$ cat src/rtl/intc_pkg.sv
//-----------------------------------------------------------------------------
// intc_pkg : shared state encoding, vector defaults and ID-width helper
//            for the intc_sched interrupt scheduler.
// Revision : 1.0
//-----------------------------------------------------------------------------
`default_nettype none

package intc_pkg;

  typedef enum logic [1:0] {
    IDLE    = 2'b00,
    REQUEST = 2'b01,
    SERVICE = 2'b10
  } state_t;

  localparam int unsigned DEF_VEC_BASE   = 32'h0000_03C0;
  localparam int unsigned DEF_VEC_STRIDE = 8;

  // A single source still needs one bit to carry its index.
  function automatic int id_width(input int n);
    return (n <= 1) ? 1 : $clog2(n);
  endfunction

endpackage

`default_nettype wire

$ cat src/rtl/intc_prio_enc.sv
//-----------------------------------------------------------------------------
// intc_prio_enc : combinational lowest-index-wins priority encoder.
// Revision      : 1.0
//-----------------------------------------------------------------------------
`default_nettype none

module intc_prio_enc
  import intc_pkg::*;
#(
  parameter int N = 4
) (
  input  logic [N-1:0]             i_req,
  output logic [id_width(N)-1:0]   o_idx,
  output logic                     o_valid
);

  localparam int ID_W = id_width(N);

  always_comb begin
    o_idx   = '0;
    o_valid = |i_req;
    // Scan downward so the lowest set index is the last assignment.
    for (int i = N - 1; i >= 0; i--) begin
      if (i_req[i]) begin
        o_idx = ID_W'(i);
      end
    end
  end

endmodule

`default_nettype wire

$ cat src/rtl/intc_sched.sv
//-----------------------------------------------------------------------------
// intc_sched : edge-latched, maskable, non-nesting interrupt scheduler with
//              req/ack handshake to the core control path.
//              Optional macro INTC_SYNC_EN adds a 2-flop irq synchronizer.
// Revision   : 1.0
//-----------------------------------------------------------------------------
`default_nettype none

module intc_sched
  import intc_pkg::*;
#(
  parameter int          NUM_IRQ    = 4,
  parameter int          VEC_W      = 10,
  parameter int unsigned VEC_BASE   = DEF_VEC_BASE,
  parameter int unsigned VEC_STRIDE = DEF_VEC_STRIDE
) (
  input  logic                          clk,
  input  logic                          reset,
  input  logic [NUM_IRQ-1:0]            irq,
  input  logic                          gie,
  input  logic                          mask_we,
  input  logic [NUM_IRQ-1:0]            mask_in,
  output logic [NUM_IRQ-1:0]            mask_out,
  output logic [NUM_IRQ-1:0]            pending,
  output logic                          int_req,
  output logic [VEC_W-1:0]              int_vector,
  output logic [id_width(NUM_IRQ)-1:0]  int_id,
  input  logic                          int_ack,
  input  logic                          int_done,
  output logic                          busy
);

  localparam int ID_W = id_width(NUM_IRQ);

  logic [NUM_IRQ-1:0] w_irq;
  logic [NUM_IRQ-1:0] w_edge;
  logic [NUM_IRQ-1:0] w_cand;
  logic [NUM_IRQ-1:0] w_clr;
  logic [ID_W-1:0]    w_win;
  logic               w_win_vld;

  logic [NUM_IRQ-1:0] r_irq_prev;
  logic [NUM_IRQ-1:0] r_pending;
  logic [NUM_IRQ-1:0] r_mask;

  state_t             r_state, w_state_nx;
  logic               r_req,   w_req_nx;
  logic [VEC_W-1:0]   r_vec,   w_vec_nx;
  logic [ID_W-1:0]    r_id,    w_id_nx;
  logic               r_busy,  w_busy_nx;

`ifdef INTC_SYNC_EN
  logic [NUM_IRQ-1:0] r_sync1;
  logic [NUM_IRQ-1:0] r_sync2;

  always_ff @(posedge clk) begin
    if (reset) begin
      r_sync1 <= '0;
      r_sync2 <= '0;
    end else begin
      r_sync1 <= irq;
      r_sync2 <= r_sync1;
    end
  end

  assign w_irq = r_sync2;
`else
  assign w_irq = irq;
`endif

  assign w_edge = w_irq & ~r_irq_prev;
  assign w_cand = r_pending & r_mask;

  intc_prio_enc #(
    .N       (NUM_IRQ)
  ) u_prio_enc (
    .i_req   (w_cand),
    .o_idx   (w_win),
    .o_valid (w_win_vld)
  );

  // Set after clear so a fresh edge in the ack cycle is not lost.
  always_ff @(posedge clk) begin
    if (reset) begin
      r_irq_prev <= '0;
      r_pending  <= '0;
      r_mask     <= '0;
    end else begin
      r_irq_prev <= w_irq;
      r_pending  <= (r_pending & ~w_clr) | w_edge;
      if (mask_we) begin
        r_mask <= mask_in;
      end
    end
  end

  always_ff @(posedge clk) begin
    if (reset) begin
      r_state <= IDLE;
      r_req   <= 1'b0;
      r_vec   <= '0;
      r_id    <= '0;
      r_busy  <= 1'b0;
    end else begin
      r_state <= w_state_nx;
      r_req   <= w_req_nx;
      r_vec   <= w_vec_nx;
      r_id    <= w_id_nx;
      r_busy  <= w_busy_nx;
    end
  end

  always_comb begin
    w_state_nx = r_state;
    w_req_nx   = r_req;
    w_vec_nx   = r_vec;
    w_id_nx    = r_id;
    w_busy_nx  = r_busy;
    w_clr      = '0;
    case (r_state)
      IDLE: begin
        if (gie && w_win_vld) begin
          w_id_nx    = w_win;
          w_vec_nx   = VEC_W'(VEC_BASE) + VEC_W'(w_win) * VEC_W'(VEC_STRIDE);
          w_req_nx   = 1'b1;
          w_state_nx = REQUEST;
        end
      end
      REQUEST: begin
        if (int_ack) begin
          for (int i = 0; i < NUM_IRQ; i++) begin
            w_clr[i] = (r_id == ID_W'(i));
          end
          w_req_nx   = 1'b0;
          w_busy_nx  = 1'b1;
          w_state_nx = SERVICE;
        end
      end
      SERVICE: begin
        if (int_done) begin
          w_busy_nx  = 1'b0;
          w_state_nx = IDLE;
        end
      end
      default: begin
        w_req_nx   = 1'b0;
        w_busy_nx  = 1'b0;
        w_state_nx = IDLE;
      end
    endcase
  end

  assign mask_out   = r_mask;
  assign pending    = r_pending;
  assign int_req    = r_req;
  assign int_vector = r_vec;
  assign int_id     = r_id;
  assign busy       = r_busy;

endmodule

`default_nettype wire

$ cat config.mk
export PLATFORM = sky130hd
export DESIGN_NAME = intc_sched
export DESIGN_NICKNAME = d
export VERILOG_FILES = /design/src/rtl/intc_pkg.sv /design/src/rtl/intc_prio_enc.sv /design/src/rtl/intc_sched.sv
export SDC_FILE = /design/constraint.sdc
export NUM_CORES = 1
export LEC_CHECK = 0
export ABC_CLOCK_PERIOD_IN_PS = 2600
export BUFFER_PORTS_ARGS = -buffer_cell sky130_fd_sc_hd__buf_4
export CAP_MARGIN = 10
export CORE_MARGIN = 2
export CORE_UTILIZATION = 45
export CTS_CLUSTER_DIAMETER = 150
export DETAILED_ROUTE_END_ITERATION = 10
export GPL_ROUTABILITY_DRIVEN = 1
export PLACE_DENSITY_LB_ADDON = 0.3
export SLEW_MARGIN = 20
export SYNTH_ARGS = -nofsm -noshare
export SYNTH_HDL_FRONTEND = slang
export SYNTH_SLANG_ARGS = --single-unit
$ cat constraint.sdc
create_clock -name clk -period 2.6 [get_ports clk]
set_input_delay 0.52 -clock clk [delete_from_list [all_inputs] [get_ports clk]]
set_output_delay 0.52 -clock clk [all_outputs]
set_load 0.005 [all_outputs]
After elaboration in Yosys (flattened, before gate mapping)
Cells that the tools add are included.
{"block": "word_totals", "regBits": 28, "input_bits": 14, "out_inout_bits": 22, "elab_cells": 49}
{"block": "classes", "add_sub_neg": 1, "n_eq_ne": 8, "muxes": 16, "bitwise": 8, "n_reduce_logical": 8}
{"operator": "$mux W2", "n": 7}
{"operator": "$and A4 B4 Y4", "n": 3}
{"operator": "$reduce_and A3 Y1", "n": 3}
{"operator": "$add A7 B6 Y8 const A", "n": 1}
{"operator": "$mux W4", "n": 2}
{"operator": "$not A4 Y4", "n": 2}
{"operator": "$eq A2 B2 Y1 const B", "n": 3}
{"operator": "$ne A2 B2 Y1 const B", "n": 3}
{"operator": "$pmux W1 S3", "n": 2}
{"operator": "$pmux W2 S3", "n": 1}
{"operator": "$eq A2 B1 Y1 const B", "n": 2}
{"operator": "$logic_not A2 Y1", "n": 2}
{"operator": "$mux W1", "n": 4}
{"operator": "$or A4 B4 Y4", "n": 1}
{"operator": "$reduce_or A4 Y1", "n": 1}
{"operator": "$not A1 Y1", "n": 2}
{"operator": "$reduce_and A2 Y1", "n": 1}
{"operator": "$logic_and A1 B1 Y1", "n": 1}

Logic depth before layout (Yosys ltp)
Gate-level depths: netlist of the first run.
{"block": "depth", "word_depth": 6, "ltp_mapped": 4, "ltp_nobuf": 4}

Cells and area by module
Synthesis of the first run repeated with hierarchy kept, for this count alone.
{"block": "unflattened", "hier_cells": 91, "area_unflattened_um2": 808.3}
{"module": "intc_sched", "n_inst": 1, "cells_per_inst": 84, "area_each_um2": 773.2, "seq_area_each_um2": 380.4}
{"module": "intc_prio_enc", "n_inst": 1, "cells_per_inst": 7, "area_each_um2": 35.0, "seq_area_each_um2": 0.0}

Worst setup path after synthesis of the first run
Ideal clock, no wire load.
{"block": "synth_path", "path_type": "in2reg", "start": "input gie", "end": "register r_id[0] (netlist: int_id[0])", "setup_ns": 0.059, "arrival_ns": 1.217, "t_required_ns": 2.541, "slack_ns": 1.324, "stages": 4, "path_buffers": 0, "cell_sequence": "nor3b_4 o21ai_2 a2111oi_2 a31o_1"}
{"block": "synth_via", "elab_chain_cells": 2}
{"element": "start, declared", "line_no": "intc_sched.sv:20", "text": "input logic gie,"}
{"element": "$logic_and A1 B1 Y1", "line_no": "intc_sched.sv:122", "text": "if (gie && w_win_vld) begin"}
{"element": "$reduce_and A2 Y1 (no source line)"}
{"element": "end signal, assigned", "line_no": "intc_sched.sv:108", "text": "r_id <= w_id_nx;"}
{"element": "end, declared", "line_no": "intc_sched.sv:49", "text": "logic [ID_W-1:0] r_id, w_id_nx;"}
Every way passes these cells.
A chain may end at the register's enable or synchronous reset.

Worst setup path in the final report of the first run
{"block": "layout_path", "start": "register r_vec[4] (netlist: int_vector[4])", "end": "output int_vector[4]"}
{"element": "start, declared", "line_no": "intc_sched.sv:48", "text": "logic [VEC_W-1:0] r_vec, w_vec_nx;"}
{"element": "start signal, assigned", "line_no": "intc_sched.sv:107", "text": "r_vec <= w_vec_nx;"}
{"element": "end, declared", "line_no": "intc_sched.sv:26", "text": "output logic [VEC_W-1:0] int_vector,"}
No word-level cell between the ends.

==> results.py, run 1 <==
metrics = {
    "logic_synthesis": {
        "synthDistinctLibCells": 25,
        "synth_warnings": 0,
        "yosysSeqAreaShare_pct": 47.3,
        "ys_ff_latch": 19,
        "yosys.area.top_type": "dfxtp_1",
        "syn_inst": 84,
        "avgSynthCellArea_um2": 9.58,
        "synth_top_area_share_pct": 47.3,
        "synth_area_leaders": "dfxtp_1 (47%), buf_4 (8.4%), a21oi_1 (5.6%)",
        "syn_area_um2": 805,
    },
    "clock_tree": {
        "clockRootBuffer": "clkbuf_4",
        "h-tree-depth": 1,
        "clkLatencyLatePin_ns": 0.29,
        "clkSinkCount": 19,
        "cts_made_buffers": 3,
        "clockBufferDepth": 2,
        "cts-hold-fix-buffers": 0,
        "clk_pin_slew_ns": 0.10,
        "tritoncts": "done",
        "cts_resized": 0,
        "post_cts_buffers": 0,
    },
    "global_route": {
        "antenna_found_initial": 0,
        "grt_max_degree": 22,
        "grt_pass1_wl_mm": 2.39,
        "overflow": 0,
        "grt_usage_pct": 16.2,
        "grt_pass1_vias": 548,
    },
    "status": {
        "status": "finished, final reports clean",
    },
    "cells_and_area": {
        "diodes": 0,
        "area_growth_pct": 27.5,
        "final_nets": 125,
        "mostFrequentLayoutCells": "buf_4 (31), dfxtp_1 (19), a21oi_1 (9)",
        "final_common_cell": "buf_4",
        "post_route_cells_drive_above_1_share_pct": 33.6,
    },
    "sta": {
        "fin_skew_ns": 0.00360,
        "rsz0062_at_grt": "no",
        "finalSetupTns_ns": 0,
        "hold_viol_final": 0,
        "drv_slew": 0,
        "timing.hold.ws_ns": 0.445,
        "fin_crit_sh_pct": 55.7,
        "clock.fmax_ghz": 0.690,
        "setup_viol": 0,
        "fin_crit_ns": 1.45,
        "finalWorstSetupSlack_ns": 1.15,
    },
    "critical_path": {
        "path_cells": "buf_4",
        "reg2reg_slack_ns": 1.32,
        "path_max_fanout": 7,
        "cp-end-kind": "output port",
        "reg2reg_to": "int_id[0]$_SDFFE_PP0P_",
        "cp.required_ns": 2.08,
        "crit_family": "flip-flops",
        "cp_slowest_stage_delay_ns": 0.48,
        "worstSetupStartpointType": "flip-flop",
        "reg2reg_depth": 4,
        "cp_num_buf_inv": 1,
        "path_class": "flip-flop to output port",
        "slowest_stage": "dfxtp_1",
        "cp.arrival_ns": 0.93,
        "reg2reg_from": "r_state[0]$_SDFFE_PP0P_",
    },
    "route": {
        "wl_per_cell_um": 10.9,
        "met1Wirelength_um": 645,
        "met2_length_um": 721,
        "ant_nets": 0,
        "first_iter_violations": 7,
        "totalWireLength_mm": 1.47,
        "num_vias": 653,
        "dr.max_layer_used": "met4",
        "drc": 0,
        "dr_wl_met3_um": 88,
        "dr.pass1.iters": 2,
        "routed_via_density": 4.84,
    },
    "pwr": {
        "p_seq_share_pct": 59.3,
        "irDropWorstVdd_uv": 410,
        "power.share.clock_pct": 26.4,
        "powerDensity_mw_per_mm2": 529,
        "intPower_uw": 414,
        "power.switching_uw": 129,
        "switching_share_pct": 23.8,
        "fin_total_pwr_uw": 543,
        "comb_power_share_pct": 14.3,
        "leakage_uw": 0.000445,
    },
    "min_path": {
        "hold_class": "input pin to flip-flop",
        "hold_end": "r_irq_prev[0]$_SDFF_PP0_",
        "min_from": "irq[0]",
        "holdPathStages": 2,
    },
    "place": {
        "post-place-ws_ns": 1.13,
        "port_buffers": 31,
        "place.gp.congestion": 0.727,
    },
    "floorplanning": {
        "dieArea_mm2": 0.00214,
        "core_area_mm2": 0.00171,
        "die_w_um": 46.3,
        "rows": 15,
        "pin_count": 36,
        "start_util_pct": 47.1,
        "dieHeight_um": 46.3,
    },
    "flow_run": {
        "maxCapViolations": 0,
    },
}
==> power groups by stage <==
stage | Clock (µW) | Sequential [µW] | Combinational [µW]
final | 144 | 322 | 77.6
after global routing | 160 | 324 | 87.6
after CTS | 147 | 322 | 78.6
after detailed placement | 0 | 329 | 78.2
after global placement | 0 | 328 | 76.8
after floorplan | 0 | 327 | 43.9
==> state kept, by name, indices dropped and copies added (netlist names) <==
| register | count |
|---|---|
| r_state | 2 |
| int_req | 1 |
| mask_out | 4 |
| busy | 1 |
| r_irq_prev | 4 |
| int_id | 1 |
| pending | 4 |
| int_vector | 2 |
==> final cells by class <==
class,instances,area [µm²]
sequential,19,380
tap,25,31.3
multi-input combinational,54,348
fill,163,682
clock buffer,4,26.3
timing repair buffer,31,233
inverter,2,7.51
==> cell families (layout without fill, tap and decap cells) <==
logic type | count (synthesis) | after routing | synth area share [%]
AO/OA/AOI/OAI | 23 | 23 | 18.8
AND/OR/NAND/NOR | 23 | 23 | 17.6
flip-flops | 19 | 19 | 47.3
buffers and inverters | 14 | 37 | 10.9
multiplexers | 4 | 4 | 4.98
other | 1 | 4 | 0.466
==> layer usage <==
layer | global-route usage (%) | vias to the layer above
met5 | 0 | -
met2 | 24.4 | 23
met1 | 19.9 | 295
met3 | 7.06 | 2
met4 | 6.86 | 0
li1 | - | 333
==> per-stage QoR <==
step,instance area (µm²),util (%),cells
4_1_cts,1030,60.1,135
3_3_place_gp,1000,58.5,131
5_1_grt,1030,60.1,135
3_5_place_dp,1000,58.5,131
2_1_floorplan,816,-,87
6_report,1030,60.1,135
==> worst max-delay path by stage <==
stage,start,endpoint,slack [ns],depth (start not counted)
4_1_cts,int_vector[4]$_SDFFE_PP0P_,int_vector[4],1.14,1
3_5_place_dp,gie,int_id[0]$_SDFFE_PP0P_,1.13,5
5_1_grt,int_id[0]$_SDFFE_PP0P_,int_id[0],1.09,1
3_3_place_gp,gie,int_id[0]$_SDFFE_PP0P_,1.22,5
2_1_floorplan,gie,int_id[0]$_SDFFE_PP0P_,1.32,4
6_report,int_vector[4]$_SDFFE_PP0P_,int_vector[4],1.15,1
==> Yosys cell counts <==
master     number
conb_1          1
a22o_1          2
buf_1           1
a211oi_1        1
a31o_1          1
dfxtp_1        19
a2111oi_2       1
a21oi_1         9
buf_2           1
clkbuf_1        1
or4b_1          1
o21ai_0         3
mux2i_1         4
o21ai_1         2
o31ai_1         2
nand3b_1        1
nor2b_1         5
nor3b_4         1
nor2_1          4
nand2_1         4
nand2b_1        7
a32oi_1         1
inv_1           2
o21ai_2         1
buf_4           9
(Power assumes the default switching activity.)
==> run 2: changes to the inputs <==
--- a/config.mk
+++ b/config.mk
@@ -5,11 +5,11 @@
 export SDC_FILE = /design/constraint.sdc
 export NUM_CORES = 1
 export LEC_CHECK = 0
-export ABC_CLOCK_PERIOD_IN_PS = 2600
+export ABC_CLOCK_PERIOD_IN_PS = 1500
 export BUFFER_PORTS_ARGS = -buffer_cell sky130_fd_sc_hd__buf_4
 export CAP_MARGIN = 10
 export CORE_MARGIN = 2
-export CORE_UTILIZATION = 45
+export CORE_UTILIZATION = 44
 export CTS_CLUSTER_DIAMETER = 150
 export DETAILED_ROUTE_END_ITERATION = 10
 export GPL_ROUTABILITY_DRIVEN = 1
==> constraint.sdc (replaced) <==
create_clock -name clk -period 1.5 [get_ports clk]
set_input_delay 0.3 -clock clk [delete_from_list [all_inputs] [get_ports clk]]
set_output_delay 0.3 -clock clk [all_outputs]
set_load 0.005 [all_outputs]
==> run 2 against run 1 <==
Compared with the run above:
- total power grew 76%
- setup slack got worse by 0.90 ns
- clock skew rose by 0.0023 ns
- core utilization fell by 0.58 points
- via count is 1.1% higher
==> results.py, run 2 (synthesized netlist as in run 1, its figures left out) <==
metrics = {
    "critical_path": {
        "reg2reg_slack_ns": 0.25,
        "reg2reg_depth": 4,
        "path_cells": "buf_4",
        "cp-end-kind": "output port",
        "path_depth": 1,
        "reg2reg_from": "pending[1]$_SDFF_PP0_",
        "path_class": "flip-flop to output port",
        "cp.required_ns": 1.20,
        "cp_slowest_stage_delay_ns": 0.49,
        "slowest_stage": "dfxtp_1",
        "path_max_fanout": 7,
        "cp.arrival_ns": 0.95,
        "reg2reg_to": "int_id[0]$_SDFFE_PP0P_",
        "crit_family": "flip-flops",
        "worstSetupStartpointType": "flip-flop",
        "cp_num_buf_inv": 1,
    },
    "sta": {
        "fin_crit_ns": 1.25,
        "hold_viol_final": 0,
        "finalSetupTns_ns": 0,
        "timing.hold.ws_ns": 0.217,
        "fin_skew_ns": 0.00585,
        "fin_crit_sh_pct": 83.5,
        "clock.fmax_ghz": 0.798,
        "setup_viol": 0,
        "rsz0062_at_grt": "no",
        "drv_slew": 0,
    },
    "global_route": {
        "grt_max_degree": 22,
        "overflow": 0,
        "antenna_found_initial": 0,
        "grt_pass1_vias": 584,
        "grt_usage_pct": 16.3,
        "grt_pass1_wl_mm": 2.50,
    },
    "floorplanning": {
        "dieHeight_um": 46.8,
        "pin_count": 36,
        "rows": 15,
        "die_w_um": 46.8,
        "core_area_mm2": 0.00173,
        "start_util_pct": 46.6,
        "dieArea_mm2": 0.00219,
    },
    "route": {
        "drc": 0,
        "ant_nets": 0,
        "first_iter_violations": 7,
        "totalWireLength_mm": 1.63,
        "dr.pass1.iters": 4,
        "wl_per_cell_um": 12.1,
        "routed_via_density": 4.89,
        "num_vias": 660,
    },
    "pwr": {
        "switching_share_pct": 25.3,
        "power.share.clock_pct": 27.3,
        "p_seq_share_pct": 58.6,
        "intPower_uw": 713,
        "powerDensity_mw_per_mm2": 929,
        "power.switching_uw": 241,
        "comb_power_share_pct": 14.2,
        "irDropWorstVdd_uv": 616,
        "leakage_uw": 0.000448,
    },
    "cells_and_area": {
        "final_common_cell": "buf_4",
        "diodes": 0,
        "final_core_util_pct": 59.5,
        "post_route_cells_drive_above_1_share_pct": 34.5,
        "fill_cells": 168,
        "final_nets": 125,
        "mostFrequentLayoutCells": "buf_4 (31), dfxtp_1 (19), a21oi_1 (9)",
        "area_growth_pct": 27.7,
    },
    "clock_tree": {
        "clockBufferDepth": 2,
        "clkSinkCount": 19,
        "cts_resized": 0,
        "clkLatencyLatePin_ns": 0.30,
        "tritoncts": "done",
        "cts_made_buffers": 3,
        "clockRootBuffer": "clkbuf_4",
        "post_cts_buffers": 0,
        "h-tree-depth": 1,
        "clk_pin_slew_ns": 0.11,
        "cts-hold-fix-buffers": 0,
    },
    "place": {
        "port_buffers": 31,
        "hpwl_mm": 1.23,
        "place.gp.congestion": 0.709,
    },
    "status": {
        "status": "finished, final reports clean",
    },
    "min_path": {
        "hold_end": "r_irq_prev[2]$_SDFF_PP0_",
        "min_from": "irq[2]",
        "hold_class": "input pin to flip-flop",
        "holdPathStages": 2,
    },
    "flow_run": {
        "maxCapViolations": 0,
    },
}
-- run 2: cell types whose count changed in the layout (fill, tap and decap cells not counted) --
cell | before | now
clkinv_2 | 0 | 1
clkbuf_1 | 1 | 0
-- run 2: worst max-delay path by stage --
stage | start | endpoint
detailed placement | pending[1]$_SDFF_PP0_ | int_id[0]$_SDFFE_PP0P_
global route | r_state[0]$_SDFFE_PP0P_ | int_id[0]$_SDFFE_PP0P_
floorplan | pending[1]$_SDFF_PP0_ | int_id[0]$_SDFFE_PP0P_
global placement | pending[1]$_SDFF_PP0_ | int_id[0]$_SDFFE_PP0P_
CTS | int_id[0]$_SDFFE_PP0P_ | int_id[0]
finish | int_id[0]$_SDFFE_PP0P_ | int_vector[3]
-- run 2: layout make-up --
class                           instances  area [µm²]  share of cell area, %
Clock buffer                            3        22.5                   2.19
Clock inverter                          1        5.00                  0.487
Inverter                                2        7.51                  0.731
Multi-Input combinational cell         54         348                   33.9
Sequential cell                        19         380                   37.0
Tap cell                               25        31.3                   3.05
Timing Repair Buffer                   31         233                   22.7
-- run 2: layer usage --
metal	global-route usage [%]	wire (µm)
met5	0	0
met4	8.33	12
met3	2.31	82
met2	28.8	845
met1	19.0	694
-- run 2: power by group through the flow --
| stage | Combinational (µW) | Sequential (µW) | Clock (µW) |
|---|---|---|---|
| 6_report | 135 | 559 | 260 |
| 5_1_grt | 151 | 563 | 275 |
| 4_1_cts | 137 | 559 | 268 |
| 3_5_place_dp | 137 | 570 | 0 |
| 3_3_place_gp | 133 | 569 | 0 |
| 2_1_floorplan | 76.1 | 566 | 0 |
-- run 2: through the flow --
| step | instance area, µm² | cells | setup slack, ns | total power, µW |
|---|---|---|---|---|
| floorplan | 816 | 87 | 0.359 | 643 |
| global placement | 1000 | 131 | 0.303 | 702 |
| detailed placement | 1000 | 131 | 0.267 | 707 |
| CTS | 1030 | 135 | 0.229 | 965 |
| global route | 1030 | 135 | 0.128 | 989 |
| finish | 1030 | 135 | 0.248 | 954 |
==> run 3: changes to the inputs <==
--- a/config.mk
+++ b/config.mk
@@ -5,7 +5,8 @@
 export SDC_FILE = /design/constraint.sdc
 export NUM_CORES = 1
 export LEC_CHECK = 0
-export ABC_CLOCK_PERIOD_IN_PS = 1500
+export ABC_AREA = 1
+export ABC_CLOCK_PERIOD_IN_PS = 1300
 export BUFFER_PORTS_ARGS = -buffer_cell sky130_fd_sc_hd__buf_4
 export CAP_MARGIN = 10
 export CORE_MARGIN = 2
==> constraint.sdc (replaced) <==
create_clock -name clk -period 1.3 [get_ports clk]
set_input_delay 0.26 -clock clk [delete_from_list [all_inputs] [get_ports clk]]
set_output_delay 0.26 -clock clk [all_outputs]
set_load 0.005 [all_outputs]
==> run 3 against run 2 <==
Compared with the run above:
- sequential share of layout area increased by 0.23 points
- register-to-register slack hardly changed
- flip-flop and latch count is the same
- global-route usage down 0.55 points
- count of clock-buffer cells in the layout rose by 1
- core utilization up 0.29 points
- combinational power up 46%
- sequential power rose by 18%
- critical path type unchanged
- critical endpoint is now int_vector[4]
==> results.py, run 3 <==
metrics = {
    "clock_tree": {
        "clockBufferDepth": 2,
        "clk_pin_slew_ns": 0.10,
        "tritoncts": "done",
        "cts_made_buffers": 3,
        "cts-hold-fix-buffers": 0,
        "clkSinkCount": 19,
        "cts_resized": 0,
        "clkLatencyLatePin_ns": 0.28,
        "clockRootBuffer": "clkbuf_4",
        "post_cts_buffers": 0,
        "h-tree-depth": 1,
    },
    "logic_synthesis": {
        "synth_warnings": 0,
        "synth_top_area_share_pct": 47.9,
        "synth-edff-count": 0,
        "syn_area_um2": 795,
        "ys_ff_latch": 19,
        "synth_area_leaders": "dfxtp_1 (48%), buf_4 (9.4%), nand2_1 (8.5%)",
        "yosys.area.top_type": "dfxtp_1",
        "ys.flop_type": "dfxtp_1",
        "yosysSeqAreaShare_pct": 47.9,
        "synthTopCellsByCount": "dfxtp_1 (19), nand2_1 (18), nor2_1 (16)",
        "avgSynthCellArea_um2": 7.64,
        "ys_async_sr_fraction_pct": 0,
        "synth_most_common_cell": "dfxtp_1",
        "synthDistinctLibCells": 15,
        "syn_inst": 104,
    },
    "critical_path": {
        "cp-end-kind": "output port",
        "cp.required_ns": 1.04,
        "worstSetupStartpointType": "flip-flop",
        "cp-startpoint": "int_vector[4]$_SDFFE_PP0P_",
        "crit_family": "flip-flops",
        "path_class": "flip-flop to output port",
        "cp_slowest_stage_delay_ns": 0.43,
        "reg2reg_from": "r_state[1]$_SDFFE_PP0P_",
        "path_max_fanout": 5,
        "slowest_stage": "dfxtp_1",
        "cp.arrival_ns": 0.86,
        "path_cells": "buf_4",
        "cp_num_buf_inv": 1,
    },
    "min_path": {
        "min_from": "reset",
        "hold_class": "input pin to flip-flop",
    },
    "floorplanning": {
        "dieHeight_um": 46.5,
        "core_area_mm2": 0.00171,
        "pin_count": 36,
        "dieArea_mm2": 0.00216,
        "die_w_um": 46.5,
        "start_util_pct": 46.5,
        "rows": 15,
    },
    "sta": {
        "hold_viol_final": 0,
        "rsz0062_at_grt": "no",
        "fin_crit_ns": 1.12,
        "fin_crit_sh_pct": 85.9,
        "clock.fmax_ghz": 0.896,
        "fin_skew_ns": 0.00389,
        "drv_slew": 0,
        "setup_viol": 0,
        "finalSetupTns_ns": 0,
    },
    "route": {
        "ant_nets": 0,
        "totalWireLength_mm": 1.57,
        "num_vias": 700,
        "routed_via_density": 4.46,
        "dr.pass1.iters": 4,
        "wl_per_cell_um": 10.0,
        "drc": 0,
        "first_iter_violations": 7,
    },
    "cells_and_area": {
        "multiInputGateArea_um2": 305,
        "area_growth_pct": 28.5,
        "post_route_cells_drive_above_1_share_pct": 29.5,
        "stdcell_count": 157,
        "diodes": 0,
        "final_common_cell": "buf_4",
        "mostFrequentLayoutCells": "buf_4 (31), dfxtp_1 (19), nand2_1 (18)",
        "seq_area_um2": 380,
        "fin_area_mm2": 0.00102,
        "final_nets": 147,
        "fill_cells": 165,
    },
    "pwr": {
        "irDropWorstVdd_uv": 766,
        "powerDensity_mw_per_mm2": 1120,
        "fin_total_pwr_uw": 1140,
        "leakage_uw": 0.000512,
    },
    "global_route": {
        "grt_pass1_vias": 633,
        "antenna_found_initial": 0,
        "grt_usage_pct": 15.7,
        "overflow": 0,
        "grt_pass1_wl_mm": 2.42,
        "grt_max_degree": 15,
    },
    "place": {
        "port_buffers": 31,
        "dpl_cell_area_um2": 995,
        "hpwl_mm": 1.28,
        "place.gp.congestion": 0.739,
        "dpl.cell_count": 153,
    },
    "status": {
        "status": "finished, final reports clean",
    },
    "flow_run": {
        "maxCapViolations": 0,
    },
}
==> run 3: cell types whose count changed after synthesis, sizes merged, moves of 3 or more <==
cell    before  now
a21oi        9    3
nor2b        5    0
mux2i        4    0
nand3        0   11
o21ai        6    9
inv          2   12
nand2        4   19
nor2         4   18
nand2b       7    0
==> run 3: worst register-to-register path, delay by kind of cell (launching register included) <==
kind                   cells  cell delay [ns]
flip-flops                 1             0.34
AND/OR/NAND/NOR            4             0.43
buffers and inverters      1             0.09
AO/OA/AOI/OAI              1             0.08
==> run 3: path summary, 6_finish.rpt <==
kind / end / slack, ns / depth (start not counted)
worst max-delay path: int_vector[4] / 0.18 / 1
worst max register to register: pending[1]$_SDFF_PP0_ / 0.26 / 6
worst min-delay path: int_req$_SDFFE_PP0P_ / 0.16 / 2
worst min register to register: pending[2]$_SDFF_PP0_ / 0.42 / 1
==> run 3: cell families after synthesis <==
group | count (synthesis) | share of synthesized area (%)
AOI/OAI and AO/OA | 14 | 9.29
other | 1 | 0.472
and+or+nand+nor | 48 | 27.2
DFF | 19 | 47.9
buffers and inverters | 22 | 15.1
==> run 3: area by class of cell <==
cell class | instances | area share, %
sequential | 19 | 37.3
multi-input combinational | 66 | 29.9
timing repair buffer | 31 | 22.8
inverter | 12 | 4.41
tap | 25 | 3.06
clock buffer | 4 | 2.57
==> run 3: per-stage QoR <==
stage / utilization, % / worst slack, ns / hold WS (ns)
final: 59.8 / 0.183 / 0.164
after global routing: 59.8 / 0.128 / 0.163
after CTS: 59.8 / 0.180 / 0.160
after detailed placement: 58.2 / 0.247 / 0.408
after global placement: 58.2 / 0.278 / 0.406
after floorplan: - / 0.403 / 0.329
==> run 3: report_power, final <==
part           internal, µW  switching [µW]  total (µW)
combinational           108            89.5         197
sequential              625            34.7         659
clock                   119             166         285
==> run 3: per-layer routing <==
layer | share of wire [%] | wire length, µm | up-vias | track usage, %
met4 | 0.64 | 10 | 0 | 6.86
met5 | 0 | 0 | - | 0
li1 | - | - | 371 | -
met1 | 42 | 662 | 308 | 17.3
met2 | 52 | 822 | 19 | 29.2
met3 | 4.9 | 77 | 2 | 2.35
